### config.mk
export PLATFORM = sky130hd
export DESIGN_NAME = re_velocity_solve_flat
export DESIGN_NICKNAME = d
export VERILOG_FILES = /design/src/rtl/re_velocity_solve_if.sv /design/src/rtl/re_velocity_solve.sv /design/src/flat_wrapper.sv
export SDC_FILE = /design/constraint.sdc
export NUM_CORES = 2
export LEC_CHECK = 0
export CAP_MARGIN = 5
export CORE_AREA = 2 2 363 329
export CTS_CLUSTER_DIAMETER = 60
export DETAILED_ROUTE_END_ITERATION = 10
export DIE_AREA = 0 0 365 331
export GPL_ROUTABILITY_DRIVEN = 0
export PLACE_DENSITY = 0.81
export SKIP_LAST_GASP = 1
export SYNTH_ARGS = -nofsm -noshare
export SYNTH_HDL_FRONTEND = slang
export SYNTH_SLANG_ARGS = --single-unit
### constraint.sdc
create_clock -name clk -period 20.3 [get_ports clk]
set_input_delay 4.06 -clock clk [delete_from_list [all_inputs] [get_ports clk]]
set_output_delay 4.06 -clock clk [all_outputs]
set_load 0.005 [all_outputs]
### src/rtl/re_velocity_solve_if.sv
// Handshake bundle between the velocity solver and its neighbours: tensor
// input channel, result output channel, and the solved velocity fields.
interface re_velocity_solve_if #(
  parameter int TENSOR_WIDTH = 14
);
  logic                           in_valid;
  logic                           in_ready;
  logic [6*TENSOR_WIDTH-1:0]      tensors_in;
  logic                           out_valid;
  logic                           out_ready;
  logic [6*TENSOR_WIDTH-1:0]      tensors_out;
  logic signed [TENSOR_WIDTH-1:0] vx;
  logic signed [TENSOR_WIDTH-1:0] vy;
  logic                           singular;
  logic                           saturated;

  modport master (
    output in_valid, tensors_in, out_ready,
    input  in_ready, out_valid, tensors_out, vx, vy, singular, saturated
  );

  modport slave (
    input  in_valid, tensors_in, out_ready,
    output in_ready, out_valid, tensors_out, vx, vy, singular, saturated
  );
endinterface

### src/rtl/re_velocity_solve.sv
// Solves the 2x2 structure-tensor normal equations for (vx, vy) using two
// restoring dividers sharing the determinant, one transaction at a time.
module re_velocity_solve #(
  parameter int TENSOR_WIDTH = 14,
  parameter int FRAC_BITS    = TENSOR_WIDTH / 2,
  parameter int MIN_DET      = 1,
  parameter int DIV_CYCLES   = 2 * TENSOR_WIDTH + 1 + FRAC_BITS
) (
  input  logic                 clk,
  input  logic                 rst,
  re_velocity_solve_if.slave   bus
);
  localparam int TW = TENSOR_WIDTH;
  localparam int PW = 2 * TW + 1;
  localparam int NW = DIV_CYCLES;
  localparam int CW = $clog2(DIV_CYCLES + 1);

  localparam logic [CW-1:0]        CNT_LAST  = CW'(DIV_CYCLES - 1);
  localparam logic signed [PW-1:0] MIN_DET_W = PW'(MIN_DET);
  localparam logic [NW-1:0]        QMAX      = {{(NW - TW + 1){1'b0}}, {(TW - 1){1'b1}}};
  localparam logic [TW-1:0]        QMAX_TW   = {1'b0, {(TW - 1){1'b1}}};

  typedef enum logic [2:0] {S_IDLE, S_MUL, S_DET, S_DIV, S_DONE} state_t;

  state_t state_q, state_d;

  logic [6*TW-1:0]        tensors_q;
  logic signed [PW-1:0]   p_xxyy_q, p_xyxy_q, p_xyyt_q, p_yyxt_q, p_xyxt_q, p_xxyt_q;
  logic [PW-1:0]          det_q;
  logic signed [PW-1:0]   det_c;
  logic                   det_small;
  logic [CW-1:0]          cnt_q;
  logic                   div_last;
  logic                   singular_q, saturated_q;
  logic [1:0]             clamp_ch;

  logic signed [TW-1:0] t_xx, t_xy, t_xt, t_yy, t_yt;
  assign t_xx = tensors_q[6*TW-1 -: TW];
  assign t_xy = tensors_q[5*TW-1 -: TW];
  assign t_xt = tensors_q[4*TW-1 -: TW];
  assign t_yy = tensors_q[3*TW-1 -: TW];
  assign t_yt = tensors_q[2*TW-1 -: TW];

  // Full-width signed product; operands are sign-extended before multiplying.
  function automatic logic signed [PW-1:0] smul(input logic signed [TW-1:0] a,
                                                input logic signed [TW-1:0] b);
    logic signed [PW-1:0] ae, be;
    ae = PW'(a);
    be = PW'(b);
    return ae * be;
  endfunction

  assign det_c     = p_xxyy_q - p_xyxy_q;
  assign det_small = det_c < MIN_DET_W;
  assign div_last  = (cnt_q == CNT_LAST);

  always_ff @(posedge clk) begin
    if (rst) state_q <= S_IDLE;
    else     state_q <= state_d;
  end

  always_comb begin
    state_d = state_q;
    case (state_q)
      S_IDLE:  if (bus.in_valid) state_d = S_MUL;
      S_MUL:   state_d = S_DET;
      S_DET:   state_d = det_small ? S_DONE : S_DIV;
      S_DIV:   if (div_last) state_d = S_DONE;
      S_DONE:  if (bus.out_ready) state_d = S_IDLE;
      default: state_d = S_IDLE;
    endcase
  end

  assign bus.in_ready    = (state_q == S_IDLE);
  assign bus.out_valid   = (state_q == S_DONE);
  assign bus.tensors_out = tensors_q;
  assign bus.singular    = singular_q;
  assign bus.saturated   = saturated_q;

  always_ff @(posedge clk) begin
    if (rst) begin
      tensors_q   <= '0;
      p_xxyy_q    <= '0;
      p_xyxy_q    <= '0;
      p_xyyt_q    <= '0;
      p_yyxt_q    <= '0;
      p_xyxt_q    <= '0;
      p_xxyt_q    <= '0;
      det_q       <= '0;
      cnt_q       <= '0;
      singular_q  <= 1'b0;
      saturated_q <= 1'b0;
    end else begin
      case (state_q)
        S_IDLE: if (bus.in_valid) tensors_q <= bus.tensors_in;
        S_MUL: begin
          p_xxyy_q <= smul(t_xx, t_yy);
          p_xyxy_q <= smul(t_xy, t_xy);
          p_xyyt_q <= smul(t_xy, t_yt);
          p_yyxt_q <= smul(t_yy, t_xt);
          p_xyxt_q <= smul(t_xy, t_xt);
          p_xxyt_q <= smul(t_xx, t_yt);
        end
        S_DET: begin
          det_q <= det_c;
          cnt_q <= '0;
          if (det_small) begin
            singular_q  <= 1'b1;
            saturated_q <= 1'b0;
          end
        end
        S_DIV: begin
          cnt_q <= cnt_q + CW'(1);
          if (div_last) begin
            singular_q  <= 1'b0;
            saturated_q <= |clamp_ch;
          end
        end
        default: ;
      endcase
    end
  end

  // Channel 0 solves vx from nx, channel 1 solves vy from ny; both divide by det.
  genvar gi;
  generate
    for (gi = 0; gi < 2; gi++) begin : g_ch
      logic signed [PW-1:0] n_c;
      logic [PW-1:0]        abs_c;
      logic [NW-1:0]        num_q, quot_q, quot_d;
      logic [PW-1:0]        rem_q, rem_d, rem_sh;
      logic                 fits;
      logic                 neg_q;
      logic [TW-1:0]        mag_c;
      logic signed [TW-1:0] v_q, v_d;

      if (gi == 0) begin : g_nx
        assign n_c = p_xyyt_q - p_yyxt_q;
      end else begin : g_ny
        assign n_c = p_xyxt_q - p_xxyt_q;
      end

      assign abs_c  = n_c[PW-1] ? -n_c : n_c;
      assign rem_sh = {rem_q[PW-2:0], num_q[NW-1]};
      assign fits   = (rem_sh >= det_q);
      assign rem_d  = fits ? (rem_sh - det_q) : rem_sh;
      assign quot_d = {quot_q[NW-2:0], fits};

      // Symmetric clamp on the magnitude, then the sign is reapplied.
      assign clamp_ch[gi] = (quot_d > QMAX);
      assign mag_c        = clamp_ch[gi] ? QMAX_TW : quot_d[TW-1:0];
      assign v_d          = neg_q ? -$signed(mag_c) : $signed(mag_c);

      always_ff @(posedge clk) begin
        if (rst) begin
          num_q  <= '0;
          quot_q <= '0;
          rem_q  <= '0;
          neg_q  <= 1'b0;
          v_q    <= '0;
        end else begin
          case (state_q)
            S_DET: begin
              num_q  <= NW'({abs_c, {FRAC_BITS{1'b0}}});
              neg_q  <= n_c[PW-1];
              rem_q  <= '0;
              quot_q <= '0;
              if (det_small) v_q <= '0;
            end
            S_DIV: begin
              num_q  <= {num_q[NW-2:0], 1'b0};
              rem_q  <= rem_d;
              quot_q <= quot_d;
              if (div_last) v_q <= v_d;
            end
            default: ;
          endcase
        end
      end

      if (gi == 0) begin : g_out_x
        assign bus.vx = v_q;
      end else begin : g_out_y
        assign bus.vy = v_q;
      end
    end
  endgenerate
endmodule

### src/flat_wrapper.sv
// flat-port wrapper written by rule: the top's interface ports become plain ports
module re_velocity_solve_flat 
#(
  parameter int TENSOR_WIDTH = 14,
  parameter int FRAC_BITS    = TENSOR_WIDTH / 2,
  parameter int MIN_DET      = 1,
  parameter int DIV_CYCLES   = 2 * TENSOR_WIDTH + 1 + FRAC_BITS
)
  (clk, rst, bus_in_valid, bus_tensors_in, bus_out_ready, bus_in_ready, bus_out_valid, bus_tensors_out, bus_vx, bus_vy, bus_singular, bus_saturated);
  re_velocity_solve_if #(.TENSOR_WIDTH(TENSOR_WIDTH)) bus_i ();
  input  logic clk;
  input  logic rst;
  input wire logic [$bits(bus_i.in_valid)-1:0] bus_in_valid;
  input wire logic [$bits(bus_i.tensors_in)-1:0] bus_tensors_in;
  input wire logic [$bits(bus_i.out_ready)-1:0] bus_out_ready;
  output wire logic [$bits(bus_i.in_ready)-1:0] bus_in_ready;
  output wire logic [$bits(bus_i.out_valid)-1:0] bus_out_valid;
  output wire logic [$bits(bus_i.tensors_out)-1:0] bus_tensors_out;
  output wire logic [$bits(bus_i.vx)-1:0] bus_vx;
  output wire logic [$bits(bus_i.vy)-1:0] bus_vy;
  output wire logic [$bits(bus_i.singular)-1:0] bus_singular;
  output wire logic [$bits(bus_i.saturated)-1:0] bus_saturated;
  assign bus_i.in_valid = bus_in_valid;
  assign bus_i.tensors_in = bus_tensors_in;
  assign bus_i.out_ready = bus_out_ready;
  assign bus_in_ready = bus_i.in_ready;
  assign bus_out_valid = bus_i.out_valid;
  assign bus_tensors_out = bus_i.tensors_out;
  assign bus_vx = bus_i.vx;
  assign bus_vy = bus_i.vy;
  assign bus_singular = bus_i.singular;
  assign bus_saturated = bus_i.saturated;
  re_velocity_solve #(.TENSOR_WIDTH(TENSOR_WIDTH), .FRAC_BITS(FRAC_BITS), .MIN_DET(MIN_DET), .DIV_CYCLES(DIV_CYCLES)) u_core (.clk(clk), .rst(rst), .bus(bus_i));
endmodule
==> impl_results.md <==
- Total CTS buffers: 68
- FF+latch count, synth: 505
- Post-synthesis xor/xnor area fraction: 0.0393
- FF-to-FF End: u_core.p_xyxt_q[27]
- Syn Area/Cell: 8.36 µm²
- R2R depth: 20
- I/O Buffers: 203
- CP Launch Type: register
- DRC viols: 0
- Outcome: finished clean
- Clock share of power: 0.108
- Clock-pin slew on the worst setup and hold paths: 0.06 ns
- Internal Power: 5.48 mW
- Routed WL: 196 mm
- Total GRT Usage: 0.329
- Endpoint class of the critical path: register
- Nets@finish: 10400
- Commonest non-fill, non-tap cell in the layout: inv_1
- HP Class: register to register
- Fin worst setup slack: 12.95 ns
- Initial antenna violation count: 3
- Critical path type: register to register
- Compound-Gate Fraction of Synth Area: 0.120
- CTS max path bufs: 3
- Yosys cell types: 94
- Switching share of power: 0.543
- Min-delay src: u_core.g_ch[1].num_q[15]
- Core box area: 117000 µm²
- Slew Viols, Final: 0
- DP Area: 76200 µm²
- Net count after synthesis: 10500
- Post-synth EDFFs: 0
- Final Cell Area: 78600 µm²
- Number of global-route vias before repair: 62300
- Final setup vio count: 0
- Commonest cells after routing, fill and taps aside: inv_1, nand2_1, fa_1
- Dpl hpwl: 148 mm
- Die Width: 365 µm
- DR iter-0 viols: 5076
- RSZ-0062 raised after global routing: no
- Max_cap viols: 0
- Largest family of logic cells by synthesized area: adder cells
- Site Rows: 119
- CTS tree: yes
- Max FO, Critical Path: 22
- H-tree Lvls: 3
- Dominant synthesized flop cell: dfxtp_1
- Share of cells above drive strength 1: 0.0342
- Post-Synthesis Cells: 8754
- Area grow syn2layout: 7.41%
- Fmax: 0.136 GHz
- WHS: 0.450 ns
- LEAKAGE: 37.7 nW
- Hold_buf cts: 0
- Worst VDD drop: 0.410 mV
- Gr ovfl total: 0
- Setup tns final: 0 ns
- Setup bufs post-CTS: 0
- Worst EP arrival: 7.90 ns
- Initial Util: 0.627
- Synth warn: 0
- Wire per inst: 19.1 µm
- ANT nets after route: 0
- Simple-gate share of the synthesized area: 0.182
- Max transition margin: 0.119
- Synth Area in Adders: 0.410
- Seq/Total Area, Yosys: 0.138
- R2R Setup Slk: 12.95 ns
- Req. time, crit path: 20.85 ns
- Final clock skew: 0.0613 ns
- CTS root buffer: clkbuf_16
- Ys async rst share: 0
- Cell Area, Synth: 73200 µm²
- Crit Reg-Reg Startpoint: u_core.bus.tensors_out[55]
- Power Density: 153 nW/µm²
- Post-synthesis mux area share: 0.00899
- Reg power frac: 0.117
- Vias per cell: 5.88
- Setup crit start: u_core.bus.tensors_out[55]
- Die ar.: 121000 µm²
- Final Cycle Share: 0.362
- Largest net degree at the start of global routing: 169
- Cts repair resizes: 0
- Global-route wire length before repair: 318 mm
- Initial DRT Pass Iterations: 7
- Worst skew pair latency: 0.69 ns
- Setup slack at placement: 13.06 ns
- Via count: 60400
- Minimum clock period: 7.35 ns
- Final hold viol count: 0
- Clk sinks: 505
- Least-Margin Pin Slew: 1.32 ns
- CP endpoint: u_core.p_xyxt_q[27]
- Net Switching: 6.52 mW
- Util after Layout: 0.673
- Comb pwr share: 0.775
- IO Pins: 204
- Die Ht: 331 µm
-- routing by layer --
layer / track usage / up-vias / part of all wire
li1: - / 27500 / -
met1: 0.415 / 29700 / 0.39
met2: 0.537 / 2638 / 0.46
met3: 0.0717 / 598 / 0.090
met4: 0.163 / 4 / 0.053
met5: 0 / - / 0.00013
-- how the worst min path moves through the flow --
stage / end / depth (start not counted)
2_1_floorplan: u_core.g_ch[0].num_q[11] / 2
3_3_place_gp: u_core.g_ch[0].num_q[16] / 2
3_5_place_dp: u_core.g_ch[0].num_q[18] / 2
4_1_cts: u_core.g_ch[0].num_q[18] / 2
5_1_grt: u_core.bus.tensors_out[4] / 2
6_report: u_core.g_ch[1].num_q[15] / 2
-- final cells by class --
class | count | area (µm²)
clock inverters | 39 | 597
clock buffers | 82 | 1860
well taps | 1573 | 1970
inverters | 1520 | 5710
diodes | 1 | 2.50
repair buffers | 292 | 2730
flip-flops and latches | 505 | 10100
fillers | 9132 | 38100
multi-input cells | 6252 | 55600
-- synth_stat cells (11+ instances only) --
library cell | n | share of area
or3_1 | 38 | 0.0032
mux2_2 | 21 | 0.0032
a21oi_1 | 621 | 0.042
o211ai_1 | 60 | 0.0062
o21a_1 | 35 | 0.0036
o21ai_1 | 23 | 0.0016
dfxtp_1 | 505 | 0.14
o31ai_1 | 40 | 0.0041
clkbuf_1 | 457 | 0.023
nand3_1 | 180 | 0.012
nand2_1 | 1202 | 0.062
nor2_1 | 345 | 0.018
nand3b_1 | 13 | 0.0013
a311oi_1 | 12 | 0.0014
a211oi_1 | 54 | 0.0055
ha_1 | 549 | 0.094
nand2b_1 | 78 | 0.0067
or2_2 | 18 | 0.0015
nor4_1 | 27 | 0.0023
a32o_1 | 11 | 0.0015
mux2i_1 | 41 | 0.0056
xor2_1 | 99 | 0.012
nor4b_1 | 12 | 0.0014
a31oi_1 | 39 | 0.0033
a21boi_0 | 12 | 0.0012
o21ai_0 | 141 | 0.0096
a21o_1 | 125 | 0.013
nor3_1 | 73 | 0.0050
o31a_1 | 14 | 0.0017
or4_1 | 19 | 0.0019
nand4_1 | 65 | 0.0056
o2111ai_1 | 12 | 0.0014
xnor2_1 | 229 | 0.027
buf_1 | 15 | 0.00077
a22o_1 | 14 | 0.0017
and2_1 | 565 | 0.048
o21bai_1 | 30 | 0.0031
nor2b_1 | 45 | 0.0038
a22oi_1 | 24 | 0.0025
a211o_1 | 13 | 0.0016
inv_1 | 1518 | 0.078
a31o_2 | 11 | 0.0013
fa_1 | 1154 | 0.32
and3_1 | 37 | 0.0032
-- flip-flops by register name, indices dropped and copies added (netlist names), 2 cells and up --
name and cells:
u_core.bus.tensors_out 84, u_core.g_ch.quot_q 70, u_core.g_ch.num_q 58, u_core.g_ch.rem_q 56
u_core.det_q 29, u_core.p_xxyt_q 28, u_core.p_xxyy_q 28, u_core.p_xyxt_q 28
u_core.p_xyyt_q 28, u_core.p_yyxt_q 28, u_core.p_xyxy_q 27, u_core.bus.vx 14
u_core.bus.vy 14, u_core.cnt_q 6, u_core.state_q 3, u_core.g_ch.neg_q 2
-- cells by family (layout without fill, tap and decap cells) --
kind of cell / after synthesis / after routing
other cells: 0 / 1
fa+ha+maj: 1703 / 1703
compound gates: 1396 / 1396
buf+inv: 1997 / 1933
mux: 63 / 63
xor+xnor: 328 / 328
flops: 505 / 505
simple gates: 2762 / 2762
-- power by group through the flow --
stage          combinational [mW]  sequential (mW)  clock, mW
6_report                     9.30             1.40       1.30
5_1_grt                      10.2             1.42       1.35
4_1_cts                      9.13             1.39       1.31
3_5_place_dp                 9.06             1.41          0
3_3_place_gp                 8.78             1.40          0
2_1_floorplan                6.91             1.29          0
-- stage by stage --
step	cells	power, mW
2_1_floorplan	8754	8.20
5_1_grt	10300	13.0
6_report	10300	12.0
3_3_place_gp	10100	10.2
4_1_cts	10300	11.8
3_5_place_dp	10100	10.5
-- critical path, stage by stage, from the launching register on --
cell and delay [ns]:
dfxtp_1 0.70, inv_1 0.71, nor2_1 0.34, fa_1 0.47, fa_1 0.51, fa_1 0.43
fa_1 0.48, fa_1 0.51, inv_1 0.07, fa_1 0.50, inv_1 0.05, ha_1 0.35
a21o_1 0.19, a21o_1 0.17, a21o_1 0.21, or3_1 0.35, o21ai_0 0.13, o31a_1 0.19
o21bai_1 0.10, or4_1 0.49, a32o_1 0.26
Power figures use the tool's default switching activity.
